[config.mk]
export PLATFORM = sky130hd
export DESIGN_NAME = bip2_control_unit_flat
export DESIGN_NICKNAME = d
export VERILOG_FILES = /design/src/rtl/bip2_control_unit_if.sv /design/src/rtl/bip2_control_unit.sv /design/src/flat_wrapper.sv
export SDC_FILE = /design/constraint.sdc
export NUM_CORES = 1
export LEC_CHECK = 0
export ABC_CLOCK_PERIOD_IN_PS = 2300
export BUFFER_PORTS_ARGS = -buffer_cell sky130_fd_sc_hd__buf_2
export CORE_ASPECT_RATIO = 1.25
export CORE_MARGIN = 3
export CORE_UTILIZATION = 30
export DETAILED_ROUTE_END_ITERATION = 7
export PLACE_DENSITY_LB_ADDON = 0.08
export SLEW_MARGIN = 20
export SYNTH_ARGS = -nofsm -noshare
export SYNTH_HDL_FRONTEND = slang
export SYNTH_SLANG_ARGS = --single-unit
[constraint.sdc]
create_clock -name CLOCK_i -period 2.3 [get_ports CLOCK_i]
set_input_delay 0.23 -clock CLOCK_i [delete_from_list [all_inputs] [get_ports CLOCK_i]]
set_output_delay 0.23 -clock CLOCK_i [all_outputs]
set_load 0.005 [all_outputs]
[src/rtl/bip2_control_unit_if.sv]
// ============================================================================
// Module   : bip2_control_unit_if
// Purpose  : Bus bundle between the BIP-2 control unit and its datapath.
//            Optional single-step pins: BIP2_CTRL_SINGLE_STEP_EN.
// Revision : 1.0  initial release
// ============================================================================
`default_nettype none

interface bip2_control_unit_if #(
  parameter int ADDR_W  = 11,
  parameter int INSTR_W = 16
);
  logic [ADDR_W-1:0]  pmem_addr_o;
  logic [INSTR_W-1:0] pmem_data_i;
  logic [ADDR_W-1:0]  dmem_addr_o;
  logic               dmem_we_o;
  logic [15:0]        imm_o;
  logic               alu_sub_o;
  logic               alu_b_imm_o;
  logic [1:0]         acc_sel_o;
  logic               acc_en_o;
  logic               alu_zero_i;
  logic               alu_neg_i;
  logic               halted_o;
`ifdef BIP2_CTRL_SINGLE_STEP_EN
  logic               step_i;
  logic               waiting_o;

  modport master (
    output pmem_addr_o, dmem_addr_o, dmem_we_o, imm_o, alu_sub_o,
           alu_b_imm_o, acc_sel_o, acc_en_o, halted_o, waiting_o,
    input  pmem_data_i, alu_zero_i, alu_neg_i, step_i
  );
  modport slave (
    input  pmem_addr_o, dmem_addr_o, dmem_we_o, imm_o, alu_sub_o,
           alu_b_imm_o, acc_sel_o, acc_en_o, halted_o, waiting_o,
    output pmem_data_i, alu_zero_i, alu_neg_i, step_i
  );
`else
  modport master (
    output pmem_addr_o, dmem_addr_o, dmem_we_o, imm_o, alu_sub_o,
           alu_b_imm_o, acc_sel_o, acc_en_o, halted_o,
    input  pmem_data_i, alu_zero_i, alu_neg_i
  );
  modport slave (
    input  pmem_addr_o, dmem_addr_o, dmem_we_o, imm_o, alu_sub_o,
           alu_b_imm_o, acc_sel_o, acc_en_o, halted_o,
    output pmem_data_i, alu_zero_i, alu_neg_i
  );
`endif
endinterface

`default_nettype wire

[src/rtl/bip2_control_unit.sv]
// ============================================================================
// Module   : bip2_control_unit
// Purpose  : Multicycle FETCH/DECODE/EXEC/MEM sequencer owning PC, IR, Z/N.
//            Optional single-step gating of FETCH: BIP2_CTRL_SINGLE_STEP_EN.
// Revision : 1.0  initial release
// ============================================================================
`default_nettype none

module bip2_control_unit #(
  parameter int ADDR_W  = 11,
  parameter int INSTR_W = 16
) (
  input  wire logic             CLOCK_i,
  input  wire logic             RESET_i,
  bip2_control_unit_if.master   bus
);

  typedef enum logic [2:0] {
    ST_FETCH  = 3'd0,
    ST_DECODE = 3'd1,
    ST_EXEC   = 3'd2,
    ST_MEM    = 3'd3,
    ST_HALT   = 3'd4
  } state_t;

  localparam logic [4:0] c_op_hlt  = 5'b00000;
  localparam logic [4:0] c_op_sto  = 5'b00001;
  localparam logic [4:0] c_op_ld   = 5'b00010;
  localparam logic [4:0] c_op_ldi  = 5'b00011;
  localparam logic [4:0] c_op_add  = 5'b00100;
  localparam logic [4:0] c_op_addi = 5'b00101;
  localparam logic [4:0] c_op_sub  = 5'b00110;
  localparam logic [4:0] c_op_subi = 5'b00111;
  localparam logic [4:0] c_op_beq  = 5'b01000;
  localparam logic [4:0] c_op_bne  = 5'b01001;
  localparam logic [4:0] c_op_bgt  = 5'b01010;
  localparam logic [4:0] c_op_bge  = 5'b01011;
  localparam logic [4:0] c_op_blt  = 5'b01100;
  localparam logic [4:0] c_op_ble  = 5'b01101;
  localparam logic [4:0] c_op_jmp  = 5'b01110;

  state_t              r_state;
  state_t              w_next;
  logic [ADDR_W-1:0]   r_pc;
  logic [INSTR_W-1:0]  r_ir;
  logic                r_z;
  logic                r_n;

  logic [4:0]          w_op;
  logic [ADDR_W-1:0]   w_operand;
  logic                w_taken;
  logic                w_pc_load;
  logic [ADDR_W-1:0]   w_pc_next;
  logic                w_ir_load;
  logic                w_flags_en;
  logic                w_we;
  logic                w_acc_en;
  logic [1:0]          w_acc_sel;
  logic                w_sub;
  logic                w_bimm;
  logic                w_halted;
`ifdef BIP2_CTRL_SINGLE_STEP_EN
  logic                w_waiting;
`endif

  assign w_op      = r_ir[INSTR_W-1 -: 5];
  assign w_operand = r_ir[ADDR_W-1:0];

  always_ff @(posedge CLOCK_i or posedge RESET_i) begin
    if (RESET_i) begin
      r_state <= ST_FETCH;
      r_pc    <= '0;
      r_ir    <= '0;
      r_z     <= 1'b0;
      r_n     <= 1'b0;
    end else begin
      r_state <= w_next;
      if (w_ir_load)  r_ir <= bus.pmem_data_i;
      if (w_pc_load)  r_pc <= w_pc_next;
      if (w_flags_en) begin
        r_z <= bus.alu_zero_i;
        r_n <= bus.alu_neg_i;
      end
    end
  end

  // JMP shares the branch path as an always-taken condition
  always_comb begin
    w_taken = 1'b0;
    case (w_op)
      c_op_beq: w_taken = r_z;
      c_op_bne: w_taken = !r_z;
      c_op_bgt: w_taken = !r_z && !r_n;
      c_op_bge: w_taken = !r_n;
      c_op_blt: w_taken = r_n;
      c_op_ble: w_taken = r_z || r_n;
      c_op_jmp: w_taken = 1'b1;
      default:  w_taken = 1'b0;
    endcase
  end

  always_comb begin
    w_next     = r_state;
    w_pc_load  = 1'b0;
    w_pc_next  = r_pc;
    w_ir_load  = 1'b0;
    w_flags_en = 1'b0;
    w_we       = 1'b0;
    w_acc_en   = 1'b0;
    w_acc_sel  = 2'd0;
    w_sub      = 1'b0;
    w_bimm     = 1'b0;
    w_halted   = 1'b0;
`ifdef BIP2_CTRL_SINGLE_STEP_EN
    w_waiting  = 1'b0;
`endif
    case (r_state)
      ST_FETCH: begin
`ifdef BIP2_CTRL_SINGLE_STEP_EN
        w_waiting = 1'b1;
        if (bus.step_i) w_next = ST_DECODE;
`else
        w_next = ST_DECODE;
`endif
      end
      ST_DECODE: begin
        w_ir_load = 1'b1;
        w_pc_load = 1'b1;
        w_pc_next = r_pc + ADDR_W'(1);
        w_next    = ST_EXEC;
      end
      ST_EXEC: begin
        w_next = ST_FETCH;
        case (w_op)
          // halted_o rises with the HLT execute cycle, the moment sequencing stops
          c_op_hlt: begin
            w_next   = ST_HALT;
            w_halted = 1'b1;
          end
          c_op_sto: w_we = 1'b1;
          c_op_ldi: begin
            w_acc_sel = 2'd1;
            w_acc_en  = 1'b1;
          end
          c_op_addi, c_op_subi: begin
            w_bimm     = 1'b1;
            w_sub      = (w_op == c_op_subi);
            w_acc_en   = 1'b1;
            w_flags_en = 1'b1;
          end
          c_op_ld, c_op_add, c_op_sub: w_next = ST_MEM;
          c_op_beq, c_op_bne, c_op_bgt, c_op_bge, c_op_blt, c_op_ble, c_op_jmp: begin
            w_pc_load = w_taken;
            w_pc_next = w_operand;
          end
          default: ;
        endcase
      end
      ST_MEM: begin
        w_next   = ST_FETCH;
        w_acc_en = 1'b1;
        if (w_op == c_op_ld) begin
          w_acc_sel = 2'd2;
        end else begin
          w_sub      = (w_op == c_op_sub);
          w_flags_en = 1'b1;
        end
      end
      ST_HALT: begin
        w_halted = 1'b1;
        w_next   = ST_HALT;
      end
      default: w_next = ST_FETCH;
    endcase
  end

  assign bus.pmem_addr_o = r_pc;
  assign bus.dmem_addr_o = w_operand;
  assign bus.imm_o       = {{(16-ADDR_W){w_operand[ADDR_W-1]}}, w_operand};
  assign bus.dmem_we_o   = w_we;
  assign bus.acc_en_o    = w_acc_en;
  assign bus.acc_sel_o   = w_acc_sel;
  assign bus.alu_sub_o   = w_sub;
  assign bus.alu_b_imm_o = w_bimm;
  assign bus.halted_o    = w_halted;
`ifdef BIP2_CTRL_SINGLE_STEP_EN
  assign bus.waiting_o   = w_waiting;
`endif

endmodule

`default_nettype wire
[src/flat_wrapper.sv]
// flat-port wrapper written by rule: the top's interface ports become plain ports
module bip2_control_unit_flat 
#(
  parameter int ADDR_W  = 11,
  parameter int INSTR_W = 16
)
  (CLOCK_i, RESET_i, bus_pmem_addr_o, bus_dmem_addr_o, bus_dmem_we_o, bus_imm_o, bus_alu_sub_o, bus_alu_b_imm_o, bus_acc_sel_o, bus_acc_en_o, bus_halted_o, bus_pmem_data_i, bus_alu_zero_i, bus_alu_neg_i);
  bip2_control_unit_if #(.ADDR_W(ADDR_W), .INSTR_W(INSTR_W)) bus_i ();
  input  wire logic CLOCK_i;
  input  wire logic RESET_i;
  output wire logic [$bits(bus_i.pmem_addr_o)-1:0] bus_pmem_addr_o;
  output wire logic [$bits(bus_i.dmem_addr_o)-1:0] bus_dmem_addr_o;
  output wire logic [$bits(bus_i.dmem_we_o)-1:0] bus_dmem_we_o;
  output wire logic [$bits(bus_i.imm_o)-1:0] bus_imm_o;
  output wire logic [$bits(bus_i.alu_sub_o)-1:0] bus_alu_sub_o;
  output wire logic [$bits(bus_i.alu_b_imm_o)-1:0] bus_alu_b_imm_o;
  output wire logic [$bits(bus_i.acc_sel_o)-1:0] bus_acc_sel_o;
  output wire logic [$bits(bus_i.acc_en_o)-1:0] bus_acc_en_o;
  output wire logic [$bits(bus_i.halted_o)-1:0] bus_halted_o;
  input wire logic [$bits(bus_i.pmem_data_i)-1:0] bus_pmem_data_i;
  input wire logic [$bits(bus_i.alu_zero_i)-1:0] bus_alu_zero_i;
  input wire logic [$bits(bus_i.alu_neg_i)-1:0] bus_alu_neg_i;
  assign bus_pmem_addr_o = bus_i.pmem_addr_o;
  assign bus_dmem_addr_o = bus_i.dmem_addr_o;
  assign bus_dmem_we_o = bus_i.dmem_we_o;
  assign bus_imm_o = bus_i.imm_o;
  assign bus_alu_sub_o = bus_i.alu_sub_o;
  assign bus_alu_b_imm_o = bus_i.alu_b_imm_o;
  assign bus_acc_sel_o = bus_i.acc_sel_o;
  assign bus_acc_en_o = bus_i.acc_en_o;
  assign bus_halted_o = bus_i.halted_o;
  assign bus_i.pmem_data_i = bus_pmem_data_i;
  assign bus_i.alu_zero_i = bus_alu_zero_i;
  assign bus_i.alu_neg_i = bus_alu_neg_i;
  bip2_control_unit #(.ADDR_W(ADDR_W), .INSTR_W(INSTR_W)) u_core (.CLOCK_i(CLOCK_i), .RESET_i(RESET_i), .bus(bus_i));
endmodule
==> metrics.cfg, run 1 <==
[run_status]
run_status = finished clean

[setup_path]
cpPeakStageDelay_ps = 460
required_ps = 2480
start_kind = flip-flop
arrival_ps = 2140
path_class = flip-flop to flip-flop
cp_num_buf_inv = 0
r2r_start = u_core.r_state[2]
crit_path_end_kind = flip-flop
cpMaxStageDelayCell = or3b_1
path_cells = or3b_1, nor3b_4, a21bo_1, o221a_2
reg2reg_slack_ps = 340
ff2ff_path_depth = 4
crit_family = simple AND/OR/NAND/NOR gates
cp_max_fo = 11
reg2reg_to = u_core.bus.pmem_addr_o[5]

[timing]
rsz0062_at_grt = no
worst-slew-pin-transition_ps = 425.4
fmax_mhz = 509.1
finalWorstSetupSlack_ps = 335.8
maxSlewHeadroom = 0.7124
setup_violations = 0
finalHoldViolations = 0
fin_setup_tns_ps = 0
finClkSkew_ps = 8.187
drv_slew = 0
fin_crit_ps = 1964
min_period_over_period = 0.8540

[synthesis]
synthCells = 233
synth-async-reset-ratio = 1.000
ys_ff_latch = 32
synth_edf_count = 0
synth_compound_area_frac = 0.1491
synth.mux.area_fraction = 0.01706
synth_top_family_by_area = simple AND/OR/NAND/NOR gates
synth_seq_area_share = 0.4043
synth_cell_types = 47
synthFlopType = dfrtp_1
avgSynthCellArea_um2 = 8.501
syn-num-nets = 254
synth_fa_ha_area_frac = 0.006317
syn-cell-area_mm2 = 0.001981
yosys_warnings = 0
synthSimpleGateAreaFrac = 0.2811
synthXorXnorAreaFrac = 0.004422

[clock_tree]
clk_pin_slew_ps = 70
clockBufferDepth = 2
clock_latency_ps = 290
clkSinkCount = 32
ctsRootBufferMaster = clkbuf_8
cts_tree = yes
cts_resized = 0
hold_buffers = 0
h-tree-depth = 2
numCtsBuffers = 5
post-cts-setup-buffers = 0

[global_routing]
grt_max_degree = 33
grt_usage = 0.1460
grt_pass1_wl_mm = 8.749
antenna_found_initial = 0
grt-ovfl-total = 0
grt_pass1_vias = 1700

[detailed_routing]
drt_iter0_markers = 91
viasPerCell = 4.712
wl_per_cell_um = 14.89
drc_errors = 0
vias = 1687
wl_mm = 5.329
drt_pass1_iterations = 4
antenna_left = 0

[final_layout]
fin_nets = 293
areaGrowthSynthToFinish_pct = 16.49
final_cell_count_no_fill = 358
regArea_um2 = 800.8
final_core_util = 0.3670
nFillCells = 678
multi_input_area_um2 = 912.1
layout.cells.most_common = buf_2
final_cell_mix = buf_2, nand2_1, dfrtp_1, nor2_1, a21oi_1
drive_gt1_frac = 0.3260
antenna_cells = 0

[placed_design]
dp_hpwl_mm = 3.887
dp_cells = 350
place_worst_setup_slack_ps = 351.2
routabilityCongestion = 0.8092
portBuffers = 64

[floorplan]
die_h_um = 96.85
initial_core_util = 0.3151
rows = 32
dieArea_mm2 = 0.007619
placeableCoreArea_mm2 = 0.006286
fp.dieW_um = 78.68
io_pins = 65

[flow_run]
maxCapViolations = 0

[power]
power_mw = 3.405
p_leak_nw = 1.125
peakVddDrop_v = 0.0004615
powerDensity_mw_per_mm2 = 1476

[min_path]
hold_class = primary input to asynchronous set/reset pin

-- worst max path at each step --
stage                                      end              start  slack (ps)  depth (start not counted)
finish               u_core.bus.pmem_addr_o[5]  u_core.r_state[2]         340                          4
global route         u_core.bus.pmem_addr_o[9]  u_core.r_state[2]         170                          4
CTS                 u_core.bus.pmem_addr_o[10]  u_core.r_state[2]         330                          5
detailed placement   u_core.bus.pmem_addr_o[5]  u_core.r_state[2]         350                          4
global placement    u_core.bus.pmem_addr_o[10]  u_core.r_state[2]         380                          5
floorplan            u_core.bus.pmem_addr_o[3]  u_core.r_state[2]         460                          6
-- Yosys cell counts, types with 2 or more instances --
master / count / area (µm²)
and2_1: 2 / 12.51
dfrtp_1: 32 / 800.8
and3_1: 3 / 18.77
a31oi_1: 3 / 18.77
nor3_1: 3 / 15.01
o21a_1: 2 / 15.01
a311oi_1: 2 / 17.52
nor2_1: 15 / 56.30
clkbuf_1: 8 / 30.03
nor3b_1: 3 / 22.52
nor4b_1: 2 / 17.52
nand2_1: 54 / 202.7
mux2_2: 3 / 33.78
nor2b_1: 4 / 25.02
o211ai_1: 3 / 22.52
buf_4: 27 / 202.7
o21ai_0: 8 / 40.04
nand3b_1: 2 / 15.01
o31ai_1: 2 / 15.01
buf_6: 2 / 22.52
a22oi_1: 2 / 15.01
inv_1: 2 / 7.510
a211oi_1: 3 / 22.52
nor4_1: 2 / 12.51
nand4_1: 3 / 18.77
nand2b_1: 4 / 25.02
a21oi_1: 9 / 45.04
nand3_1: 8 / 40.04
buf_2: 2 / 10.01
-- per-stage QoR --
| stage | area, µm² | hold slack (ps) |
|---|---|---|
| 5_1_grt | 2307 | 71.73 |
| 3_5_place_dp | 2200 | 358.0 |
| 4_1_cts | 2307 | 44.71 |
| 2_1_floorplan | 1981 | 335.4 |
| 3_3_place_gp | 2200 | 357.7 |
| 6_report | 2307 | 25.49 |
-- sequential cells by signal, indices dropped and copies added (netlist names) --
name,flops
u_core.r_state,3
u_core.bus.pmem_addr_o,11
u_core.r_ir,16
u_core.r_z,1
u_core.r_n,1
-- worst register-to-register path, delay by kind of cell, from the launching register on --
kind	cells	cell delay [ps]
simple gates	2	740
compound gates	2	680
flops	1	440
-- area by class of cell --
| class | instances | area share |
|---|---|---|
| clock inverters | 2 | 0.01518 |
| repair buffers | 71 | 0.1616 |
| flip-flops and latches | 32 | 0.3471 |
| multi-input cells | 160 | 0.3953 |
| well taps | 85 | 0.04610 |
| inverters | 2 | 0.003254 |
| clock buffers | 6 | 0.03145 |
-- power by group --
part / internal, mW / total [mW] / switching (mW)
Clock: 0.322 / 0.539 / 0.217
Combinational: 0.760 / 1.65 / 0.894
Sequential: 0.831 / 1.21 / 0.382
-- cell families after synthesis --
kind of cell / count (synthesis)
compound gates: 42
xor+xnor: 1
fa+ha+maj: 1
buf+inv: 41
flops: 32
mux: 3
simple gates: 113
-- metal layers --
metal	GRT usage	share of wire	up-vias	routed length (µm)
met2	0.2564	0.52	47	2771
met1	0.1753	0.43	776	2287
met4	0.04038	0.0075	0	40
li1	-	-	860	-
met3	0.03445	0.043	4	229
met5	0	0	-	0
Note: power is estimated with default switching activity, not from simulation.
==> run 2, diff against run 1 <==
PLACE_DENSITY_LB_ADDON = unset   (was 0.08)
==> run 2 against run 1 <==
Net effect: die area is the same; critical path depth stayed put; maximum frequency is 0.96% higher; utilization decreased by 0.40 points; first-iteration DRC count down 12%; cell area down 1.1%; worst hold slack better by 10 ps; combinational power is essentially flat; count of clock-buffer cells in the layout grew 2; sequential power barely moved; worst setup slack better by 19 ps.
==> metrics.cfg, run 2 (synthesis results as in run 1) <==
[setup_path]
cpPeakStageDelay_ps = 660  ; +200 ps
cp_max_fo = 15  ; +4
start_kind = flip-flop
arrival_ps = 2130  ; about the same
crit_path_end_kind = flip-flop
ff2ff_path_depth = 4  ; unchanged
cpMaxStageDelayCell = or3b_2
required_ps = 2480  ; about the same
path_class = flip-flop to flip-flop
path_cells = or3b_2, nor4_1, a211oi_1, a311oi_1

[detailed_routing]
drt_iter0_markers = 80  ; -12%
drc_errors = 0  ; unchanged
viasPerCell = 4.838  ; +2.7%
antenna_left = 0  ; unchanged
drt_pass1_iterations = 4  ; unchanged
wl_per_cell_um = 13.54  ; -9.1%
wl_mm = 4.832  ; -9.3%
vias = 1727  ; +2.4%

[power]
peakVddDrop_v = 0.0006174  ; +34%
power_mw = 3.256  ; -4.4%
powerDensity_mw_per_mm2 = 1427  ; -3.3%
p_leak_nw = 1.111  ; -1.3%

[timing]
drv_slew = 0  ; unchanged
hold_slack_ps = 35.75  ; +10.26 ps
maxSlewHeadroom = 0.7176  ; +0.005195
fin_crit_ps = 1945  ; -18.73 ps
rsz0062_at_grt = no
finalHoldViolations = 0  ; unchanged
fin_setup_tns_ps = 0  ; unchanged
finClkSkew_ps = 4.426  ; -3.761 ps
worst-slew-pin-transition_ps = 417.7  ; -7.683 ps
fmax_mhz = 514.0  ; +0.96%
setup_violations = 0  ; unchanged
min_period_over_period = 0.8459  ; -0.008145

[final_layout]
fin_nets = 292  ; -0.34%
top_register = u_core.r_ir
antenna_cells = 0  ; unchanged
nFillCells = 690  ; +1.8%
areaGrowthSynthToFinish_pct = 15.22
final_cell_count_no_fill = 357  ; -0.28%
fin_area_mm2 = 0.002282  ; -1.1%
layout.cells.most_common = buf_2
largest_reg_flops = 16  ; unchanged
final_cell_mix = buf_2, nand2_1, dfrtp_1, nor2_1, a21oi_1
drive_gt1_frac = 0.3199  ; -0.006154

[floorplan]
io_pins = 65  ; unchanged
placeableCoreArea_mm2 = 0.006286  ; unchanged
dieArea_mm2 = 0.007619  ; unchanged
initial_core_util = 0.3151  ; unchanged
rows = 32  ; unchanged
fp.dieW_um = 78.68  ; unchanged
die_h_um = 96.85  ; unchanged

[clock_tree]
cts_resized = 0  ; unchanged
hold_buffers = 0  ; unchanged
cts_tree = yes
clk_pin_slew_ps = 70  ; about the same
clkSinkCount = 32  ; unchanged
numCtsBuffers = 5  ; unchanged
clock_latency_ps = 280  ; about the same
post-cts-setup-buffers = 0  ; unchanged
clockBufferDepth = 2  ; unchanged
ctsRootBufferMaster = clkbuf_8
h-tree-depth = 2  ; unchanged

[global_routing]
grt_pass1_wl_mm = 7.776  ; -11%
antenna_found_initial = 0  ; unchanged
grt_max_degree = 33  ; unchanged
grt_usage = 0.1270  ; -0.01903
grt-ovfl-total = 0  ; unchanged
grt_pass1_vias = 1599  ; -5.9%

[flow_run]
maxCapViolations = 0  ; unchanged

[placed_design]
dp_cells = 349  ; -0.29%
routabilityCongestion = 0.8215  ; +1.5%
portBuffers = 64  ; unchanged
dp_hpwl_mm = 3.607  ; -7.2%
dpl_cell_area_mm2 = 0.002192  ; -0.34%

[min_path]
hold_class = primary input to asynchronous set/reset pin

[run_status]
run_status = finished clean

[run 2: cell types whose count changed in the layout (fill, tap and decap cells not counted), sizes merged]
cell / previous run / this run
buf: 71 / 70
bufinv: 1 / 0
clkbuf: 6 / 8
clkinv: 1 / 0
[run 2: worst paths after layout]
kind	startpoint	endpoint	slack, ps
min in group CLOCK_i	bus_pmem_data_i[9]	u_core.r_ir[9]	140
max in group asynchronous	RESET_i	u_core.bus.pmem_addr_o[3]	1960
min	RESET_i	u_core.bus.pmem_addr_o[1]	40
max reg2reg	u_core.r_state[2]	u_core.bus.pmem_addr_o[9]	350
max	u_core.r_state[2]	u_core.bus.pmem_addr_o[9]	350
min reg2reg	u_core.r_ir[7]	u_core.r_ir[7]	530
[run 2: worst max-delay path, delay by kind of cell (launching register included)]
| kind | cells | cell delay [ps] |
|---|---|---|
| flip-flops | 1 | 430 |
| AO/OA/AOI/OAI | 2 | 330 |
| AND/OR/NAND/NOR | 2 | 1090 |
[run 2: through the flow]
step | utilization | setup slack [ps]
3_5_place_dp | 0.3487 | 355.2
3_3_place_gp | 0.3487 | 397.5
6_report | 0.3631 | 354.5
4_1_cts | 0.3631 | 354.1
2_1_floorplan | - | 460.0
5_1_grt | 0.3631 | 180.3
[run 2: routing by layer]
metal | vias to the layer above | share of wire | GRT usage
met1 | 802 | 0.43 | 0.1567
met2 | 63 | 0.49 | 0.2165
met5 | - | 0 | 0
li1 | 857 | - | -
met3 | 5 | 0.066 | 0.02980
met4 | 0 | 0.0081 | 0.03903
[run 2: cell type report]
cell class | count | area [µm²] | share of cell area
clock buffer | 8 | 90.09 | 0.03947
tap | 85 | 106.4 | 0.04660
multi-input combinational | 160 | 912.1 | 0.3997
inverter | 2 | 7.507 | 0.003289
timing repair buffer | 70 | 365.4 | 0.1601
sequential | 32 | 800.8 | 0.3509
[run 2: power by group]
part	total, mW	internal [mW]	switching, mW
Sequential	1.18	0.831	0.353
Combinational	1.63	0.749	0.886
Clock	0.437	0.244	0.193
==> run 3, diff against run 2 <==
ABC_AREA = 1   (was unset)
ABC_CLOCK_PERIOD_IN_PS = 1950   (was 2300)
clock period = 1.95 ns   (was 2.3 ns; I/O delays follow)
==> run 3 against run 2 <==
Net effect: cell area up 3.8%; first-iteration DRC count decreased by 26%; register-to-register slack about the same; utilization is 1.4 points higher; cell count increased by 9.2%; clock skew increased by 2.3 ps; clock power up 62%; flip-flop and latch count stayed put; worst hold slack gained 85 ps; count of clock-buffer cells in the layout is 1 lower; critical path depth rose by 2.
==> metrics.cfg, run 3 <==
[global_routing]
antenna_found_initial = 0  ; unchanged
grt-ovfl-total = 0  ; unchanged
grt_max_degree = 33  ; unchanged
grt_usage = 0.1280  ; +0.001022
grt_pass1_wl_mm = 7.838  ; +0.80%
grt_pass1_vias = 1668  ; +4.3%
use_met3 = 0.03073  ; +0.0009311
met2_usage = 0.2145  ; -0.001962
busiest_layer = met2
met1_usage = 0.1560  ; -0.0007298

[timing]
drv_slew = 0  ; unchanged
min_period_over_period = 0.8584
finalHoldViolations = 0  ; unchanged
setup_violations = 0  ; unchanged
fin_crit_ps = 1674
fmax_mhz = 597.4
fin_setup_tns_ps = 0  ; unchanged
finClkSkew_ps = 6.697  ; +2.271 ps
maxSlewHeadroom = 0.7197  ; +0.002124
rsz0062_at_grt = no
worst-slew-pin-transition_ps = 420.4  ; +2.699 ps

[power]
peakVddDrop_v = 0.0005038  ; -18%
p_leak_nw = 1.271  ; +14%
powerDensity_mw_per_mm2 = 1648  ; +16%

[floorplan]
fp.dieW_um = 78.84  ; +0.20%
rows = 32  ; unchanged
initial_core_util = 0.3165  ; +0.001393
placeableCoreArea_mm2 = 0.006286  ; unchanged
io_pins = 65  ; unchanged
die_h_um = 97.05  ; +0.21%
dieArea_mm2 = 0.007651  ; +0.41%

[synthesis]
avgSynthCellArea_um2 = 7.652  ; -10%
synth.area.top_cells = dfrtp_1, nand2_1, buf_4
synth_seq_area_share = 0.4025  ; -0.001780
yosys-top-cells-count = nand2_1, dfrtp_1, nand3_1, buf_4, inv_1
syn-cell-area_mm2 = 0.001989  ; +0.44%
yosys_warnings = 0  ; unchanged
synth_cell_types = 27  ; -43%
synth_edf_count = 0  ; unchanged
yosys.area.top_type = dfrtp_1
syn-num-nets = 281  ; +11%
ys_ff_latch = 32  ; unchanged
synth-async-reset-ratio = 1.000  ; unchanged
synthFlopType = dfrtp_1
synthCells = 260  ; +12%
yosysMostFrequentCell = nand2_1
synth_top_area_share = 0.4025  ; -0.001780

[min_path]
holdPathEnd = u_core.r_z
hold_start = bus_alu_zero_i
hold_path_depth = 3
hold_class = primary input to flip-flop

[final_layout]
layout.cells.most_common = nand2_1
final_core_util = 0.3770  ; +0.01393
drive_gt1_frac = 0.3246  ; +0.004737
fin_nets = 325  ; +11%
top_register = u_core.r_ir
final_cell_mix = nand2_1, buf_2, dfrtp_1, nand3_1, inv_1
largest_reg_flops = 16  ; unchanged
areaGrowthSynthToFinish_pct = 19.12
antenna_cells = 0  ; unchanged

[clock_tree]
clkSinkCount = 32  ; unchanged
numCtsBuffers = 5  ; unchanged
clk_pin_slew_ps = 70  ; about the same
h-tree-depth = 2  ; unchanged
clock_latency_ps = 290  ; about the same
cts_tree = yes
ctsRootBufferMaster = clkbuf_8
clockBufferDepth = 2  ; unchanged

[setup_path]
cp_max_fo = 5  ; -10
path_class = flip-flop to output port
ff2ff_path_depth = 8  ; +4
arrival_ps = 1480  ; -650 ps
crit_path_end_kind = output port
reg2reg_to = u_core.bus.pmem_addr_o[4]
reg2reg_slack_ps = 360  ; about the same
r2r_start = u_core.bus.pmem_addr_o[0]
required_ps = 1750  ; -730 ps
start_kind = flip-flop

[detailed_routing]
drt_iter0_markers = 59  ; -26%
drc_errors = 0  ; unchanged
antenna_left = 0  ; unchanged
viasPerCell = 4.551  ; -5.9%
wl_per_cell_um = 11.79  ; -13%
wl_mm = 4.600  ; -4.8%
vias = 1775  ; +2.8%
drt_pass1_iterations = 4  ; unchanged

[placed_design]
dp_hpwl_mm = 3.455  ; -4.2%
portBuffers = 64  ; unchanged
routabilityCongestion = 0.8781  ; +6.9%

[flow_run]
maxCapViolations = 0  ; unchanged

[run_status]
run_status = finished clean

-- run 3: stage by stage --
step	total power, mW	setup WS [ps]	cell area (µm²)	instances	hold WS (ps)
finish	3.906	276.1	2370	390	120.7
global route	4.302	168.1	2370	390	128.9
CTS	3.921	80.84	2341	387	116.3
detailed placement	3.185	323.6	2200	378	313.7
global placement	3.167	340.2	2200	378	308.3
floorplan	2.884	526.5	1989	260	311.2
-- run 3: cell type report --
class / count / area [µm²]
Sequential cell: 32 / 800.8
Clock inverter: 1 / 30.03
Tap cell: 85 / 106.4
Multi-Input combinational cell: 169 / 854.6
Timing Repair Buffer: 71 / 387.9
Clock buffer: 7 / 96.34
Inverter: 25 / 93.84
Fill cell: 694 / 3916
-- run 3: worst max path at each step --
stage	start	to	slack, ps	cells past startpoint
after detailed placement	u_core.r_state[2]	bus_alu_sub_o	320	6
after CTS	u_core.r_state[2]	bus_alu_sub_o	80	6
after floorplan	u_core.bus.pmem_addr_o[0]	u_core.bus.pmem_addr_o[4]	530	8
final	u_core.r_state[2]	bus_alu_sub_o	280	6
after global placement	u_core.r_state[2]	bus_alu_sub_o	340	6
after global routing	u_core.r_state[2]	bus_alu_sub_o	170	6
-- run 3: repair_timing --
action	CTS	global route
resized for setup	1	1
buffers inserted	0	3
hold buffers	1	0
hold endpoints to repair	18	0
setup endpoints to repair	1	1
-- run 3: per-layer routing --
| layer | up-vias | wire (µm) |
|---|---|---|
| met5 | - | 0 |
| met4 | 0 | 87 |
| met3 | 7 | 304 |
| met2 | 56 | 2193 |
| met1 | 805 | 2015 |
| li1 | 907 | - |
-- run 3: logic make-up (layout without fill, tap and decap cells) --
logic type / after synthesis / count (layout) / share of synthesized area
simple gates: 135 / 135 / 0.3031
buf+inv: 59 / 104 / 0.1736
flops: 32 / 32 / 0.4025
compound gates: 25 / 25 / 0.06918
mux: 8 / 8 / 0.04528
fa+ha+maj: 1 / 1 / 0.006288
-- run 3: report_power, final --
| part | leakage, nW | switching [mW] | internal (mW) |
|---|---|---|---|
| Clock | 0.0645 | 0.255 | 0.451 |
| Combinational | 0.820 | 1.05 | 0.834 |
| Sequential | 0.386 | 0.346 | 0.973 |
-- run 3: worst max-delay path, stage by stage (launching register included) --
cell and delay [ps]:
dfrtp_1 400, inv_2 110, nand3_4 100, nor3_4 130, nand2_1 120, o21ai_0 180, buf_2 150
